**src/rtl/swervolf_bin2bcd_disp.sv**
```systemverilog
// rtl/swervolf_bin2bcd_disp.sv - Wishbone binary-to-BCD converter driving the seven-segment display
module swervolf_bin2bcd_disp #(
    parameter int BIN_WIDTH = 27,
    parameter int N_DIGITS  = 8
) (
    input  logic                    i_clk,
    input  logic                    i_rst,
    input  logic [3:0]              i_wb_adr,
    input  logic [31:0]             i_wb_dat,
    input  logic [3:0]              i_wb_sel,
    input  logic                    i_wb_we,
    input  logic                    i_wb_cyc,
    input  logic                    i_wb_stb,
    output logic [31:0]             o_wb_rdt,
    output logic                    o_wb_ack,
    output logic [4*N_DIGITS-1:0]   o_digits,
    output logic [N_DIGITS-1:0]     o_enables,
    output logic                    o_done_irq
);

    localparam int DW = 4 * N_DIGITS;
    localparam int CW = $clog2(BIN_WIDTH + 1);
    localparam logic [63:0] MAX_VAL = 64'(10 ** N_DIGITS) - 64'd1;

    typedef enum logic {IDLE, SHIFT} state_t;

    state_t                 state_q;
    logic [BIN_WIDTH-1:0]   bin_q, bin_d, shreg_q;
    logic [DW-1:0]          bcd_q, bcd_d, digits_q;
    logic [CW-1:0]          cnt_q;
    logic                   blank_en_q;
    logic [7:0]             mask_q;
    logic                   start_q, done_q, ovf_q, irq_q, ack_q;
    logic [31:0]            rdt_q, rdt_d;
    logic [31:0]            bin_wr;
    logic [N_DIGITS-1:0]    en_d;
    logic                   accept, wr_bin, wr_ctrl, busy;
    logic                   unused_ok;

    assign accept  = i_wb_cyc & i_wb_stb & ~ack_q;
    assign wr_bin  = accept & i_wb_we & (i_wb_adr[3:2] == 2'd0);
    assign wr_ctrl = accept & i_wb_we & (i_wb_adr[3:2] == 2'd1);
    assign busy    = (state_q == SHIFT);
    assign unused_ok = ^{i_wb_adr[1:0], bin_wr[31:BIN_WIDTH]};

    // Byte-lane merge of the write data onto the current BIN value
    always_comb begin
        for (int b = 0; b < 4; b++) begin
            bin_wr[8*b +: 8] = i_wb_sel[b] ? i_wb_dat[8*b +: 8] : 8'(32'(bin_q) >> (8*b));
        end
        bin_d = bin_wr[BIN_WIDTH-1:0];
    end

    // One double-dabble step: correct every nibble in parallel, then shift in the next bit
    always_comb begin
        logic [DW-1:0] adj;
        adj = bcd_q;
        for (int i = 0; i < N_DIGITS; i++) begin
            if (bcd_q[4*i +: 4] >= 4'd5) begin
                adj[4*i +: 4] = bcd_q[4*i +: 4] + 4'd3;
            end
        end
        bcd_d = {adj[DW-2:0], shreg_q[BIN_WIDTH-1]};
    end

    always_comb begin
        rdt_d = 32'd0;
        case (i_wb_adr[3:2])
            2'd0: rdt_d = 32'(bin_q);
            2'd1: rdt_d = {16'd0, mask_q, 7'd0, blank_en_q};
            2'd2: rdt_d = {29'd0, ovf_q, done_q, busy};
            default: rdt_d = 32'(digits_q);
        endcase
    end

    // A digit stays lit when blanking is off, it is digit 0, or any digit at or above it is nonzero
    always_comb begin
        logic lit;
        en_d = '1;
        lit  = 1'b0;
        for (int i = 0; i < N_DIGITS; i++) begin
            lit      = ~blank_en_q | (i == 0) | (|(digits_q >> (4*i)));
            en_d[i]  = ~(lit & mask_q[i]);
        end
    end

    always_ff @(posedge i_clk) begin
        if (i_rst) begin
            state_q    <= IDLE;
            bin_q      <= '0;
            shreg_q    <= '0;
            bcd_q      <= '0;
            digits_q   <= '0;
            cnt_q      <= '0;
            blank_en_q <= 1'b1;
            mask_q     <= 8'hFF;
            start_q    <= 1'b0;
            done_q     <= 1'b0;
            ovf_q      <= 1'b0;
            irq_q      <= 1'b0;
            ack_q      <= 1'b0;
            rdt_q      <= '0;
        end else begin
            ack_q   <= i_wb_cyc & ~ack_q;
            irq_q   <= 1'b0;
            start_q <= wr_bin;
            if (accept) begin
                rdt_q <= rdt_d;
            end
            if (wr_bin) begin
                bin_q <= bin_d;
            end
            if (wr_ctrl) begin
                if (i_wb_sel[0]) blank_en_q <= i_wb_dat[0];
                if (i_wb_sel[1]) mask_q     <= i_wb_dat[15:8];
            end
            // A pending start always wins; a BIN write during SHIFT freezes the old run until the restart
            if (start_q) begin
                done_q <= 1'b0;
                if (64'(bin_q) > MAX_VAL) begin
                    ovf_q   <= 1'b1;
                    state_q <= IDLE;
                end else begin
                    ovf_q   <= 1'b0;
                    bcd_q   <= '0;
                    shreg_q <= bin_q;
                    cnt_q   <= CW'(BIN_WIDTH);
                    state_q <= SHIFT;
                end
            end else if (state_q == SHIFT && !wr_bin) begin
                bcd_q   <= bcd_d;
                shreg_q <= shreg_q << 1;
                cnt_q   <= cnt_q - CW'(1);
                if (cnt_q == CW'(1)) begin
                    digits_q <= bcd_d;
                    done_q   <= 1'b1;
                    irq_q    <= 1'b1;
                    state_q  <= IDLE;
                end
            end
        end
    end

    assign o_wb_rdt   = rdt_q;
    assign o_wb_ack   = ack_q;
    assign o_digits   = digits_q;
    assign o_enables  = en_d;
    assign o_done_irq = irq_q;

endmodule

```
**config.mk**
```make
export PLATFORM = sky130hd
export DESIGN_NAME = swervolf_bin2bcd_disp
export DESIGN_NICKNAME = d
export VERILOG_FILES = /design/src/rtl/swervolf_bin2bcd_disp.sv
export SDC_FILE = /design/constraint.sdc
export NUM_CORES = 1
export LEC_CHECK = 0
export BUFFER_PORTS_ARGS = -buffer_cell sky130_fd_sc_hd__buf_2
export CORE_AREA = 5 5 138 140
export CTS_CLUSTER_DIAMETER = 50
export DETAILED_ROUTE_END_ITERATION = 8
export DIE_AREA = 0 0 143 145
export GPL_TIMING_DRIVEN = 0
export PLACE_DENSITY = 0.62
export RECOVER_POWER = 100
export SLEW_MARGIN = 15
export SYNTH_ARGS = -nofsm -noshare
export SYNTH_HDL_FRONTEND = slang
export SYNTH_SLANG_ARGS = --single-unit
```
**constraint.sdc**
```tcl
create_clock -name i_clk -period 1.64 [get_ports i_clk]
set_input_delay 0.164 -clock i_clk [delete_from_list [all_inputs] [get_ports i_clk]]
set_output_delay 0.164 -clock i_clk [all_outputs]
set_load 0.05 [all_outputs]
```
## Word-level counts from Yosys, hierarchy flattened

Cells that the tools add are included.

| word-level totals | value |
|---|---|
| flip-flop bits (word level) | 170 |
| output and inout port bits | 74 |

| operators by class | value |
|---|---|
| order comparisons | 9 |
| reduce and logical (&&, ||, !) cells | 24 |
| add/sub/neg operators | 9 |
| eq/ne operators | 4 |
| bitwise operators | 32 |
| muxes and demuxes | 24 |

Operators by type and width:

| cell | number |
|---|---|
| 2-to-1 mux 32 bit | 3 |
| case mux 32 bit (3 select lines) | 1 |
| 2-to-1 mux 27 bit | 3 |
| >= comparator 4 x 3 -> 1 bit (second input constant) | 8 |
| adder 4 x 2 -> 4 bit (second input constant) | 7 |
| 2-to-1 mux 4 bit | 7 |
| OR reduction 28 bit | 1 |
| greater-than comparator 27 bit (second input constant) | 1 |
| OR reduction 24 bit | 1 |
| OR reduction 20 bit | 1 |
| AND reduction 2 bit | 9 |
| OR reduction 16 bit | 1 |
| 2-to-1 mux 5 bit | 3 |
| bitwise AND 1 bit | 13 |
| inverter 1 bit | 12 |
| OR reduction 12 bit | 1 |
| OR reduction 8 bit | 1 |
| bitwise OR 1 bit | 7 |
| 2-to-1 mux 1 bit | 6 |
| equality test 5 x 1 -> 1 bit (second input constant) | 1 |
| subtractor 5 x 1 -> 5 bit (second input constant) | 1 |
| nonzero test 2 bit | 2 |
| OR reduction 4 bit | 1 |
| adder 3 x 2 -> 3 bit (second input constant) | 1 |
| other kinds (10) | 10 |

## Depth between registers and ports, before layout

| logic depth | value |
|---|---|
| depth in word-level cells | 8 |
| depth in mapped cells | 8 |
| mapped depth without buffers | 7 |

## Worst setup path after synthesis

Ideal clock, no wire load.

| timing path | value |
|---|---|
| kind | register to output |
| start | register digits_q[24], in the netlist o_digits[24] |
| end | output port o_enables[1] |
| path slack | -1076 ps |
| path buffers | 0 |
| stages on the path, launching flop included | 5 |
| arrival | 2552 ps |
| data required time | 1476 ps |
| path through | dfxtp_1 nor4_1 nand3_1 or3_1 o21ai_0 |

| on the way | value |
|---|---|
| word-level cells in the longest chain between the ends | 4 |

RTL lines:

| element | line | source |
|---|---|---|
| start, declared | 29 | `logic [DW-1:0] bcd_q, bcd_d, digits_q;` |
| start signal, assigned | 93 | `digits_q <= '0;` |
| start signal, assigned | 135 | `digits_q <= bcd_d;` |
| OR reduction 28 bit | 82 | `lit = ~blank_en_q \| (i == 0) \| (\|(digits_q >> (4*i)));` |
| bitwise OR 1 bit | 82 |  |
| bitwise AND 1 bit | 83 | `en_d[i] = ~(lit & mask_q[i]);` |
| inverter 1 bit | 83 |  |
| end, declared | 17 | `output logic [N_DIGITS-1:0] o_enables,` |

No other way between the ends.

## Worst setup path after layout

| timing path | value |
|---|---|
| start | register digits_q[28], in the netlist o_digits[28] |
| end | output port o_enables[1] |

Same word-level chain as after synthesis.

==> metrics.md <==
| Metric | Value |
|---|---|
| Global Route Usage Sum | 26.4% |
| Core region area | 17700 sq um |
| Clk pwr share | 43.1% |
| TritonCTS Buffers | 17 |
| Non-filler cells, final | 1355 |
| Static leakage | 4.05 nW |
| Hold WS | 0.0193 ns |
| CP arrival | 2.14 ns |
| Critical path required time | 1.48 ns |
| Clk_skew | 0.00873 ns |
| Post-layout util | 63.7% |
| GPL Wtd Cong | 0.932 |
| Largest net degree at the start of global routing | 20 |
| Setup Viol. Count Final | 75 |
| Mapped Nets | 967 |
| Dpl cells | 1240 |
| Initial antenna violation count | 0 |
| Drt total wl | 29600 um |
| Cell area power density | 857 nW/um^2 |
| Ys flop type | dfxtp_1 |
| Max VDD drop | 625 uV |
| First-pass GRT wire length | 42500 um |
| Cell Area, Placed | 8680 sq um |
| Post-synth EDFFs | 0 |
| Clock Path Buffers | 2 |
| DP HPWL | 19300 um |
| Post-route ant nets | 0 |
| Routed vias | 8009 |
| Unrepaired setup endpoints after global routing | true |
| CTS tree | done |
| Yosys reg bits | 170 |
| CP Capture Type | output pin |
| Die area | 20700 sq um |
| Cell-internal power | 7.04 mW |
| Yosys warning count | 0 |
| Clock Latency Late Sink | 0.44 ns |
| Sw Ratio | 27.2% |
| Post-route DRC | 0 |
| Synth Instances | 904 |
| CTS root buf | clkbuf_16 |
| Tot Pwr | 9.67 mW |
| Post-Route Setup TNS | -15.14 ns |
| Initial core utilization | 44.0% |
| Failing checks | negative setup slack |
| Ports | 119 |
| Maxcap violations | 0 |
| Yosys cell types | 51 |
| Status | finished, violations left |
| # clock sinks | 170 |
| Pre-CTS setup slack | -0.606 ns |
| Sequential-to-total area share from yosys stat | 43.6% |
| Nets | 1176 |
| Rel. slew slack | 33.3% |
| H-tree depth | 4 |
| Gate power share | 12.5% |
| Reg clk slew, reported paths | 0.07 ns |
| Final hold vios | 0 |
| Port Buffer Count | 107 |
| Fin crit share | 140% |
| Rows | 49 |
| Fin. max-slew vios | 0 |
| Syn_area_per_cell | 8.63 sq um |
| Layout area overhead | 44.6% |
| CP max stage delay | 0.42 ns |
| Tmin final | 2.30 ns |
| Starting DRT DRC Count | 569 |
| Post-synth ARST share | 0% |
| Critical Path Fanout Max | 4 |
| ANT cells | 0 |
| CP max stage cell | or3_4 |
| Peak Freq | 435 MHz |
| Setup ws final | -0.661 ns |
| DIE WIDTH | 143 um |
| Switch Pwr | 2.63 mW |
| Setup CP Type | reg2out |
| Fin area | 11300 sq um |
| CP startpoint kind | flip-flop |
| Layout cells sized above 1 | 36.4% |
| Vias/cell | 5.91 |
| Seq pwr share | 44.4% |
| Critical-path cell list | nor4_4, and2_4, nand3_4, or3_4, o21ai_4, buf_6 |
| Routed len/inst | 21.8 um |
| Drt first pass iters | 7 |
| Overflow after GRT | 0 |
| Vias in the first global route | 7396 |
| Slew @ Worst Pin | 1.00 ns |
| Worst min-delay path category | in2reg |
| Die height | 145 um |
| Mapped cell area | 7800 sq um |
## critical path: cells and delay by family, from the launching register on
family / cells / cell delay, ns
DFF: 1 / 0.38
buffers and inverters: 1 / 0.17
and+or+nand+nor: 4 / 0.99
AOI/OAI and AO/OA: 1 / 0.14
## routing by layer
layer	routed length (um)	global-route usage [%]
met5	0	0
met4	1170	8.56
met2	13600	43.1
met1	12400	35.5
met3	2410	4.41
## area by class of cell
| class | count | area [sq um] |
|---|---|---|
| Tap cell | 229 | 287 |
| Sequential cell | 170 | 3490 |
| Inverter | 21 | 78.8 |
| Clock buffer | 20 | 467 |
| Clock inverter | 12 | 136 |
| Timing Repair Buffer | 195 | 1520 |
| Multi-Input combinational cell | 646 | 4830 |
| Fill cell | 1469 | 6440 |
| Buffer | 62 | 472 |
## synthesized netlist by cell type, types with 3 or more instances
library cell / count / area (sq um)
o21ai_0: 12 / 60.1
nand3_1: 69 / 345
a211oi_2: 32 / 400
nand3b_1: 10 / 75.1
a21oi_1: 102 / 510
clkbuf_1: 38 / 143
o32ai_1: 9 / 78.8
a211oi_1: 16 / 120
mux2i_1: 40 / 400
nor4_1: 6 / 37.5
xnor2_1: 10 / 87.6
buf_4: 5 / 37.5
nand2_1: 109 / 409
nand4_1: 3 / 18.8
buf_6: 7 / 78.8
nand2b_1: 25 / 156
a221oi_1: 18 / 158
inv_1: 21 / 78.8
nor2_1: 86 / 323
buf_1: 3 / 11.3
nor3b_1: 16 / 120
buf_2: 14 / 70.1
ha_1: 18 / 225
mux2_2: 3 / 33.8
nor3_1: 31 / 155
dfxtp_1: 170 / 3400
## state kept, by name (all words and copies together), names as in the netlist
| register | cells |
|---|---|
| bin_q | 27 |
| busy | 1 |
| o_wb_rdt | 32 |
| blank_en_q | 1 |
| shreg_q | 27 |
| start_q | 1 |
| o_digits | 32 |
| cnt_q | 5 |
| ovf_q | 1 |
| bcd_q | 32 |
| mask_q | 8 |
| o_done_irq | 1 |
| done_q | 1 |
| o_wb_ack | 1 |
## power by group through the flow
stage | Clock (mW) | Combinational (mW) | Sequential (mW)
CTS | 4.19 | 1.07 | 4.28
detailed placement | 0 | 0.884 | 4.38
floorplan | 0 | 0.468 | 4.51
global route | 4.35 | 1.27 | 4.30
finish | 4.17 | 1.21 | 4.29
global placement | 0 | 0.876 | 4.38
## path summary, 6_finish.rpt
check / startpoint / end / slack, ns / depth (start not counted)
worst min register to register: o_wb_ack / o_wb_ack / 0.42 / 1
worst max-delay path: o_digits[28] / o_enables[1] / -0.66 / 6
worst max register to register: bin_q[16] / shreg_q[17] / -0.27 / 8
worst min-delay path: i_wb_sel[3] / bin_q[25] / 0.02 / 3
## cell usage in the layout, fill, tap and decap left out, drive strengths merged, types with 10 or more instances in the layout
master	count
ha	18
inv	25
o21ai	14
mux2i	40
nand3b	10
a221oi	18
buf	151
a211oi	48
xnor2	10
nor3b	16
nor3	31
nand2b	25
nand2	111
clkbuf	99
nand3	69
a21oi	102
dfxtp	170
dlygate4sd3	27
nor2	86
## kinds of logic after synthesis
family	after synthesis	share of synthesized area, %
fa+ha+maj	18	2.89
xor+xnor	10	1.12
mux	44	5.85
simple gates	372	22.7
flops	170	43.6
compound gates	202	18.4
buf+inv	88	5.37
## what timing repair did
item                                   in CTS  in global routing
pin swaps                                  20                 55
setup endpoints to repair                 171                148
cloned                                      4                  7
resized for setup                         146                161
endpoints found under the hold margin      32                  0
buffers inserted                           32                 20
hold buffers                               27                  0
Power figures use the tool's default switching activity.
